<file path="config.mk">
export PLATFORM = sky130hd
export DESIGN_NAME = mu0_serial_alu
export DESIGN_NICKNAME = d
export VERILOG_FILES = /design/src/rtl/mu0_serial_alu.sv
export SDC_FILE = /design/constraint.sdc
export NUM_CORES = 1
export LEC_CHECK = 0
export ABC_CLOCK_PERIOD_IN_PS = 2700
export CAP_MARGIN = 20
export CORE_MARGIN = 2
export CORE_UTILIZATION = 45
export CTS_CLUSTER_DIAMETER = 30
export DETAILED_ROUTE_END_ITERATION = 10
export DONT_BUFFER_PORTS = 1
export GPL_TIMING_DRIVEN = 0
export PLACE_DENSITY = 0.69
export SLEW_MARGIN = 20
export SYNTH_ARGS = -nofsm -noshare
export SYNTH_HDL_FRONTEND = slang
export SYNTH_SLANG_ARGS = --single-unit
</file>
<file path="constraint.sdc">
create_clock -name clk -period 2.7 [get_ports clk]
set_input_delay 0.405 -clock clk [delete_from_list [all_inputs] [get_ports clk]]
set_output_delay 0.405 -clock clk [all_outputs]
set_load 0.05 [all_outputs]
</file>
<file path="src/rtl/mu0_serial_alu.sv">
// MU0 serial ALU: computes B, B+1, A+B or A-B one DIGIT-bit slice per clock,
// LSB slice first, then publishes the result with zero/neg/carry/ovf flags
// and a one-cycle done pulse. Latency is WIDTH/DIGIT clocks from start.
module mu0_serial_alu #(
  parameter int WIDTH = 16,
  parameter int DIGIT = 4
) (
  input  logic             clk,
  input  logic             reset,
  input  logic             start,
  input  logic [1:0]       alufs,
  input  logic [WIDTH-1:0] a,
  input  logic [WIDTH-1:0] b,
  output logic             busy,
  output logic             done,
  output logic [WIDTH-1:0] alu,
  output logic             zero,
  output logic             neg,
  output logic             carry,
  output logic             ovf
);

  if (WIDTH < 2 || DIGIT < 1 || (WIDTH % DIGIT) != 0) begin : g_bad_params
    $error("mu0_serial_alu: need WIDTH>=2, DIGIT>=1 and WIDTH divisible by DIGIT");
  end

  localparam int N  = WIDTH / DIGIT;
  localparam int CW = (N > 1) ? $clog2(N) : 1;

  localparam logic [0:0] IDLE = 1'b0;
  localparam logic [0:0] RUN  = 1'b1;

  logic [0:0]       state;
  logic [CW-1:0]    cnt;
  logic             cy;
  logic [WIDTH-1:0] x_sr;
  logic [WIDTH-1:0] y_sr;
  logic [WIDTH-1:0] res_sr;

  logic [DIGIT:0]   slice_sum;
  logic [WIDTH-1:0] res_next;
  logic             cin_msb;
  logic             last;

  assign busy = (state == RUN);

  // Slice adder: current low slices of X and Y plus the running carry, and the
  // result register as it will look once this slice is shifted in at the top.
  always_comb begin
    slice_sum = {1'b0, x_sr[DIGIT-1:0]} + {1'b0, y_sr[DIGIT-1:0]} + {{DIGIT{1'b0}}, cy};
    res_next  = (res_sr >> DIGIT) | (WIDTH'(slice_sum[DIGIT-1:0]) << (WIDTH - DIGIT));
    // On the final slice bit DIGIT-1 is the word MSB; its carry-in is recovered
    // from the sum bit since s = x ^ y ^ cin.
    cin_msb   = slice_sum[DIGIT-1] ^ x_sr[DIGIT-1] ^ y_sr[DIGIT-1];
    last      = (cnt == CW'(N - 1));
  end

  // Control: IDLE/RUN sequencing, slice counter, carry register and done pulse.
  always_ff @(posedge clk or posedge reset) begin
    if (reset) begin
      state <= IDLE;
      cnt   <= '0;
      cy    <= 1'b0;
      done  <= 1'b0;
    end else begin
      done <= 1'b0;
      if (state == IDLE) begin
        if (start) begin
          state <= RUN;
          cnt   <= '0;
          cy    <= alufs[0];
        end
      end else begin
        cy  <= slice_sum[DIGIT];
        cnt <= cnt + CW'(1);
        if (last) begin
          state <= IDLE;
          done  <= 1'b1;
        end
      end
    end
  end

  // Operand shift registers: X/Y are formed once at start, so later changes on
  // a, b or alufs cannot disturb the operation in flight.
  always_ff @(posedge clk or posedge reset) begin
    if (reset) begin
      x_sr   <= '0;
      y_sr   <= '0;
      res_sr <= '0;
    end else if (state == IDLE) begin
      if (start) begin
        x_sr   <= alufs[1] ? a : '0;
        y_sr   <= (alufs == 2'b11) ? ~b : b;
        res_sr <= '0;
      end
    end else begin
      x_sr   <= x_sr >> DIGIT;
      y_sr   <= y_sr >> DIGIT;
      res_sr <= res_next;
    end
  end

  // Published result and flags: updated together on the last slice only, held
  // otherwise.
  always_ff @(posedge clk or posedge reset) begin
    if (reset) begin
      alu   <= '0;
      zero  <= 1'b0;
      neg   <= 1'b0;
      carry <= 1'b0;
      ovf   <= 1'b0;
    end else if (state == RUN && last) begin
      alu   <= res_next;
      zero  <= (res_next == '0);
      neg   <= res_next[WIDTH-1];
      carry <= slice_sum[DIGIT];
      ovf   <= cin_msb ^ slice_sum[DIGIT];
    end
  end

endmodule

</file>
Yosys cells after proc, flatten, opt, wreduce, memory -nomap -nowiden:

Index checks and enable logic that the tools add are counted.

* register bits: 73
* input port bits: 37
* output and inout port bits: 22
* ROM bits: 0
* memories: 0
* bits in latches: 0
* bits in writable memories: 0
* word-level logic and storage cells: 42

* bitwise logic cells: 5
* add/sub/neg operators: 3
* eq/ne operators: 2
* $mul: 0
* shift operators: 0
* mux-type cells: 17
* divide/modulo/power cells: 0
* reductions and logical operators: 3
* order comparisons: 0

Operator list (count)
* two-way mux 16 bit: 8
* zero test 16 bit: 1
* inverter 16 bit: 1
* OR 12 x 16 -> 16 bit: 1
* two-way mux 1 bit: 7
* adder 4 x 4 -> 5 bit: 1
* adder 5 x 1 -> 5 bit: 1
* == test 2 bit (second input constant): 2
* two-way mux 2 bit: 2
* bitwise XOR 1 bit: 3
* adder 2 x 1 -> 2 bit (second input constant): 1
* nonzero test 2 bit: 1
* logical AND 1 bit: 1

Depth between registers and ports, before layout:

Gate-level depths: netlist (run 1).

* word-level depth: 5
* mapped depth: 8
* mapped depth without buffers: 8

Worst setup path after synthesis (run 1):

OpenSTA, ideal clock, no wires.

* kind: register -> register
* start point: register cy
* end point: register ovf
* setup time: 0.095 ns
* buffers on the path: 0
* arrival time: 1.815 ns
* path slack: 0.789 ns
* cell stages (with the launch flop): 9
* clock period less this slack: 1.911 ns
* required time: 2.605 ns
* path through: dfrtp_1 -> inv_1 -> fa_1 -> inv_1 -> fa_1 -> a21o_2 -> a211oi_1 -> a211oi_1 -> o31ai_1

* cells in the longest elaborated chain, start to end: 4

Ends and longest elaborated chain
* start, declared: RTL line 35 `logic cy;`
* start signal, assigned: RTL line 71 `cy <= alufs[0];`
* start signal, assigned: RTL line 74 `cy <= slice_sum[DIGIT];`
* adder 5 x 1 -> 5 bit *: RTL line 50 `slice_sum = {1'b0, x_sr[DIGIT-1:0]} + {1'b0, y_sr[DIGIT-1:0]} + {{DIGIT{1'b0}}, cy};`
* bitwise XOR 1 bit (2 in a row): RTL line 54 `cin_msb = slice_sum[DIGIT-1] ^ x_sr[DIGIT-1] ^ y_sr[DIGIT-1];`
* bitwise XOR 1 bit *: RTL line 118 `ovf <= cin_msb ^ slice_sum[DIGIT];`
* end signal, assigned: RTL line 118
* end, declared: RTL line 20 `output logic ovf`

Every way passes the cells marked *; elsewhere a longest branch is shown, timed or not.
A chain may end at the register's enable or synchronous reset.

Worst setup path in the final report (run 1):

* start point: register x_sr[0]
* end point: register zero

* cells in the longest elaborated chain, start to end: 4

Ends and longest elaborated chain
* start, declared: RTL line 36 `logic [WIDTH-1:0] x_sr;`
* start signal, assigned: RTL line 93 `x_sr <= alufs[1] ? a : '0;`
* start signal, assigned: RTL line 98 `x_sr <= x_sr >> DIGIT;`
* adder 4 x 4 -> 5 bit: RTL line 50
* adder 5 x 1 -> 5 bit: RTL line 50
* OR 12 x 16 -> 16 bit: RTL line 51 `res_next = (res_sr >> DIGIT) | (WIDTH'(slice_sum[DIGIT-1:0]) << (WIDTH - DIGIT));`
* via res_next[13]: RTL line 41 `logic [WIDTH-1:0] res_next;`
* zero test 16 bit: RTL line 115 `zero <= (res_next == '0);`
* end signal, assigned: RTL line 115
* end, declared: RTL line 17 `output logic zero,`

The timed path passes the listed nets, and every way through them passes these cells.

==> results by group, run 1 <==
Run status
  – Status: finished, final reports clean

Synthesis
  – Adder-cell share of the synthesized area: 0.0283
  – Synth Flop Type: dfrtp_1
  – Compound-cell area share of the yosys netlist: 0.134
  – Syn nets: 351
  – Yosys cell types: 38
  – List of most frequent post-synthesis cells: 68 x dfrtp_1, 54 x nand2_1, 37 x o21ai_0, 19 x a21oi_1, 14 x xnor2_1
  – Simple-gate share of the synthesized area: 0.126
  – Post-Synthesis Cells: 308
  – Biggest area consumer among synthesized cells: dfrtp_1
  – Post-synth top area share: 0.534
  – Post-synth EDFFs: 0
  – Syn_area_per_cell: 10.3 um^2
  – Post-synthesis xor/xnor area fraction: 0.0495
  – Most frequent cell after synthesis: dfrtp_1
  – FF+latch count, synth: 68
  – Sequential share of the synthesized area: 0.534
  – Yosys Warn Count: 0
  – Mux cell area share after synthesis: 0.0915
  – FFs w/ async S/R, synth: 1.00
  – Leading post-synthesis cells by cell area: dfrtp_1 53%, nand2_1 6.4%, o21ai_0 5.8%
  – Post-synthesis instance area: 3190 um^2
  – Main combinational cell family by area after synthesis: compound AO/OA/AOI/OAI gates

Routing
  – Vias: 2205
  – Drt wl/cell: 15.5 um
  – Drc violations: 0
  – DR pass1 iterations: 4
  – Via density: 5.23
  – Initial DRC Count: 130
  – Post-route antenna net violation count: 0
  – Final wirelength: 6550 um

Timing
  – Final worst path period share: 0.796
  – Final hold slack: 210 ps
  – Clock Skews: 7.97 ps
  – Worst Tran Pin Value: 670 ps
  – Final setup vio count: 0
  – Slew HR: 0.554
  – Final Hold Fails: 0
  – Unrepaired setup endpoints after global routing: false
  – Slew Viols, Final: 0
  – Fmax: 0.466 GHz
  – Post-route minimum period: 2150 ps

Placement
  – DP Area: 3340 um^2
  – Placed insts: 405
  – I/O Buffers: 0
  – GPL Wtd Cong: 0.780
  – Post-DP HPWL: 4720 um

Critical path
  – R2R setup slack: 550 ps
  – R2R cell count: 7
  – Worst flop-to-flop path startpoint: x_sr[0]
  – Worst setup SP type: flop
  – CP Cell Sequence: inv_1 > fa_1 > inv_1 > fa_1 > nor4b_1 > nand4_1 > o31ai_2
  – Worst Path Buf+Inv: 2
  – Worst path required time: 2960 ps
  – Arr. time, crit path: 2410 ps
  – Crit-path max FO: 3
  – Critical path capture point type: flop
  – WS Path Type: reg -> reg
  – Slowest stage delay, CP: 470 ps
  – CP top delay family: adder cells
  – Reg2reg end: zero
  – CP max stage cell: fa_1

Power
  – VDD IR-drop max: 0.000339 V
  – Total chip power: 4250 uW
  – LEAKAGE: 0.00165 uW
  – Power density cells: 1180 nW/um^2

Global routing
  – Total GRT Usage: 0.181
  – GRT Residual Overflow: 0
  – Global-route wire length before repair: 10500 um
  – Number of global-route vias before repair: 2126
  – Initial antenna violation count: 0
  – Pin count of the biggest net entering global routing: 52

Floorplanning
  – Die area: 7770 um^2
  – IO Pins: 59
  – FP Rows: 30
  – Initial Util: 0.466
  – Core Region: 6830 um^2
  – Die height: 88.2 um
  – Die Width: 88.2 um

CTS
  – Clk Latency, worst-skew pair: 360 ps
  – Post-CTS Resized: 0
  – CTS tree: yes
  – H-Tree Depth: 3
  – Inserted Clock Buffers: 9
  – CTS root buf: clkbuf_8
  – Clock transition at path regs: 70 ps
  – Bufs on Longest Clock Path: 2
  – CTS Sinks: 68

Final layout
  – Share of cells above drive strength 1: 0.144
  – Fin util: 0.525
  – Nets: 364
  – Final Cell Area: 3590 um^2
  – Area grow syn2layout: 12.5%
  – ANT cells: 0
  – Final cell count without fillers: 422

Min path
  – Hold crit path type: in -> reg
  – Hold wc startpoint: a[13]
  – WHS Path Cells: 2
  – Hold Path Sink: x_sr[13]

Run
  – Max-Cap Viols: 0
==> state kept, by name (all words and copies together), names as in the netlist <==
| name | count |
|---|---|
| res_sr | 12 |
| carry | 1 |
| y_sr | 16 |
| done | 1 |
| busy | 1 |
| x_sr | 16 |
| alu | 16 |
| zero | 1 |
| cnt | 2 |
| ovf | 1 |
| cy | 1 |
==> cells in the final DEF, fill, tap and decap left out, types with 3 or more instances in the layout <==
cell type	n
a211oi_1	7
a21o_2	3
a21oi_1	19
and3_1	13
buf_2	3
buf_4	3
bufinv_16	3
clkbuf_1	11
clkbuf_8	9
dfrtp_1	68
ha_1	4
inv_1	5
mux2_2	13
mux2i_1	13
nand2_1	54
nand3_1	5
nor2_1	8
o21ai_0	37
xnor2_1	14
xor2_1	4
==> repair_timing <==
item	CTS	global route
setup buffers	0	0
endpoints found under the hold margin	17	0
hold buffers	1	0
==> where the power goes <==
part           total [uW]  switching [uW]  leakage (uW)  internal, uW
clock network        1010             399      0.000115           609
logic                1140             622      0.000644           515
registers            2100             726      0.000891          1380
==> how the worst max path moves through the flow <==
stage                     cells past startpoint  startpoint  endpoint  slack [ps]
after floorplan                               1       reset    alu[0]         580
after global placement                        1       reset  x_sr[14]        -140
after detailed placement                      7     x_sr[0]      zero         540
after CTS                                     7     x_sr[0]      zero         510
after global routing                          7     x_sr[0]      zero         400
final                                         7     x_sr[0]      zero         550
==> layout make-up <==
type	instances	area [um^2]
fillers	652	3250
flip-flops and latches	68	1700
multi-input cells	213	1370
clock buffers	9	124
well taps	96	120
clock inverters	7	115
plain buffers	19	86.3
repair buffers	2	37.5
inverters	8	32.5
==> stage by stage <==
stage / setup slack (ps) / setup TNS [ps]
after floorplan: 583 / 0
after global placement: -141 / -9330
after detailed placement: 538 / 0
after CTS: 513 / 0
after global routing: 396 / 0
final: 552 / 0
==> worst register-to-register path, delay by kind of cell (launching register included) <==
| kind | cells | cell delay [ps] |
|---|---|---|
| AND/OR/NAND/NOR | 2 | 470 |
| adder cells (fa/ha/maj) | 2 | 880 |
| AO/OA/AOI/OAI | 1 | 210 |
| flip-flops | 1 | 350 |
| buffers and inverters | 2 | 160 |
==> metal layers <==
metal / track usage / share of wire
met1: 0.234 / 0.44
met2: 0.275 / 0.46
met3: 0.0811 / 0.083
met4: 0.0579 / 0.0098
met5: 0 / 0
==> kinds of logic after synthesis <==
family,count (synthesis)
compound gates,74
simple gates,88
fa+ha+maj,6
xor+xnor,18
flops,68
mux,27
buf+inv,27
Power figures use the tool's default switching activity.
==> run 2, diff against run 1 <==
- ABC_CLOCK_PERIOD_IN_PS: 2700 -> 2100
- clock period: 2.7 -> 2.1 ns (I/O delays scaled with it)
==> run 2 against run 1 <==
Against the previous run:
- non-clock buffer count increased by 1
- sequential power grew 29%
- via count rose by 0.59%
- final cell count rose by 0.24%
- clock-buffer cell count unchanged
- routed wire length hardly changed
- die area did not move
- critical path type unchanged
- highest routed layer unchanged
==> results by group, run 2 (synthesis gave the netlist of run 1 again) <==
Routing
  – DR pass1 iterations: 6 (+2)
  – Initial DRC Count: 151 (+16%)
  – Met1 WL: 2940 um (+1.5%)
  – Final wirelength: 6560 um (about the same)
  – Drc violations: 0 (unchanged)
  – Top sig layer: met4
  – Via density: 5.24 (+0.35%)
  – Post-route antenna net violation count: 0 (unchanged)
  – Vias: 2218 (+0.59%)
  – WL met3: 507 um (-6.5%)
  – Drt wl/cell: 15.5 um (-0.19%)
  – Routed wire length on met2: 3040 um (-0.20%)

Timing
  – Fin worst setup slack: 79.6 ps (-472 ps)
  – Final Hold Fails: 0 (unchanged)
  – Final worst path period share: 0.962 (+0.167)
  – Final hold slack: 123 ps (-86.8 ps)
  – Clock Skews: 6.68 ps (-1.29 ps)
  – Unrepaired setup endpoints after global routing: false
  – Final setup vio count: 0 (unchanged)
  – Slew HR: 0.553 (-0.00102)
  – Fmax: 0.495 GHz (+6.3%)
  – Post-route minimum period: 2020 ps (-128 ps)
  – Worst Tran Pin Value: 671 ps (+1.53 ps)
  – Slew Viols, Final: 0 (unchanged)

Floorplanning
  – IO Pins: 59 (unchanged)
  – Die area: 7770 um^2 (unchanged)
  – FP Rows: 30 (unchanged)
  – Die height: 88.2 um (unchanged)
  – Initial Util: 0.466 (unchanged)
  – Die Width: 88.2 um (unchanged)
  – Core Region: 6830 um^2 (unchanged)

Critical path
  – Crit-path max FO: 2 (-1)
  – Worst Setup SP: x_sr[0]
  – Arr. time, crit path: 2280 ps (-130 ps)
  – CP Capture Point: zero
  – CP max stage cell: fa_2
  – Worst setup SP type: flop
  – R2R cell count: 7 (unchanged)
  – Slowest stage delay, CP: 440 ps (-30 ps)
  – CP Cell Sequence: inv_1 > fa_2 > inv_2 > fa_2 > nor4b_2 > nand4_1 > o31ai_2
  – Critical path capture point type: flop
  – WS Path Type: reg -> reg
  – R2R setup slack: 80 ps (-470 ps)
  – Worst path required time: 2360 ps (-600 ps)
  – Most used cell, CP: fa_2
  – Worst flop-to-flop path startpoint: x_sr[0]
  – Reg2reg end: zero

Final layout
  – Nets: 365 (+0.27%)
  – Top Registers: alu (16), x_sr (16), y_sr (16)
  – Most frequent cells in the layout: 67 x dfrtp_1, 54 x nand2_1, 37 x o21ai_0
  – Area grow syn2layout: 13.3%
  – Share of cells above drive strength 1: 0.165 (+0.0210)
  – ANT cells: 0 (unchanged)
  – Most common cell after layout, fill and taps aside: dfrtp_1

Placement
  – Pre-CTS WS: -61.6 ps (-600 ps)
  – GPL Wtd Cong: 0.780 (unchanged)
  – I/O Buffers: 0 (unchanged)
  – Post-DP HPWL: 4720 um (unchanged)

Power
  – Power density cells: 1530 nW/um^2 (+29%)
  – VDD IR-drop max: 0.000462 V (+36%)
  – LEAKAGE: 0.00165 uW (+0.24%)

CTS
  – CTS root buf: clkbuf_8
  – H-Tree Depth: 3 (unchanged)
  – Clock transition at path regs: 70 ps (about the same)
  – Inserted Clock Buffers: 9 (unchanged)
  – CTS Sinks: 68 (unchanged)
  – Clk Latency, worst-skew pair: 350 ps (about the same)
  – CTS tree: yes
  – Bufs on Longest Clock Path: 2 (unchanged)

Min path
  – Hold wc startpoint: a[13]
  – Hold crit path type: in -> reg

Global routing
  – GRT Residual Overflow: 0 (unchanged)
  – Total GRT Usage: 0.182 (+0.000396)
  – Global-route wire length before repair: 10500 um (+0.13%)
  – Initial antenna violation count: 0 (unchanged)
  – Number of global-route vias before repair: 2140 (+0.66%)
  – Pin count of the biggest net entering global routing: 52 (unchanged)

Run
  – Max-Cap Viols: 0 (unchanged)

Run status
  – Status: finished, final reports clean
## run 2: worst max-delay path: cells and delay by family, from the launching register on
family,cells,cell delay (ps)
AO/OA/AOI/OAI,1,250
adder cells (fa/ha/maj),2,810
buffers and inverters,2,140
flip-flops,1,350
AND/OR/NAND/NOR,2,380
## run 2: timing repair
| action | CTS | global route |
|---|---|---|
| buffers inserted | 1 | 0 |
| gates resized for setup | 5 | 1 |
| endpoints found under the hold margin | 17 | 0 |
| hold buffers | 1 | 0 |
| pin swaps | 3 | 2 |
| setup endpoints to repair | 2 | 7 |
## run 2: how the worst min path moves through the flow
stage / slack [ps] / depth (start not counted) / end
finish: 120 / 2 / x_sr[13]
global route: 110 / 2 / x_sr[13]
CTS: 100 / 2 / x_sr[13]
detailed placement: 150 / 1 / carry
global placement: 460 / 2 / x_sr[9]
floorplan: 450 / 2 / x_sr[10]
## run 2: routing by layer
layer	global-route usage	vias up
li1	-	1087
met1	0.234	1052
met2	0.276	72
met3	0.0811	7
met4	0.0579	0
met5	0	-
## run 2: power by group
part / internal (uW) / switching, uW / leakage, uW
logic: 707 / 825 / 0.000649
registers: 1770 / 936 / 0.000891
clock network: 783 / 510 / 0.000115
## run 2: area by class of cell
class,count,area (um^2)
plain buffers,19,86.3
flip-flops and latches,68,1700
inverters,8,32.5
clock inverters,7,115
fillers,647,3220
clock buffers,9,124
well taps,96,120
multi-input cells,213,1390
repair buffers,3,45.0
## run 2: per-stage QoR
stage / cell area [um^2] / power (uW) / util / instances / TNS, ps
floorplan: 3190 / 3820 / - / 308 / 0
global placement: 3310 / 4150 / 0.484 / 404 / -44020
detailed placement: 3340 / 4220 / 0.488 / 405 / -61.6
CTS: 3610 / 5590 / 0.528 / 423 / 0
global route: 3610 / 5880 / 0.529 / 423 / 0
finish: 3610 / 5540 / 0.529 / 423 / 0
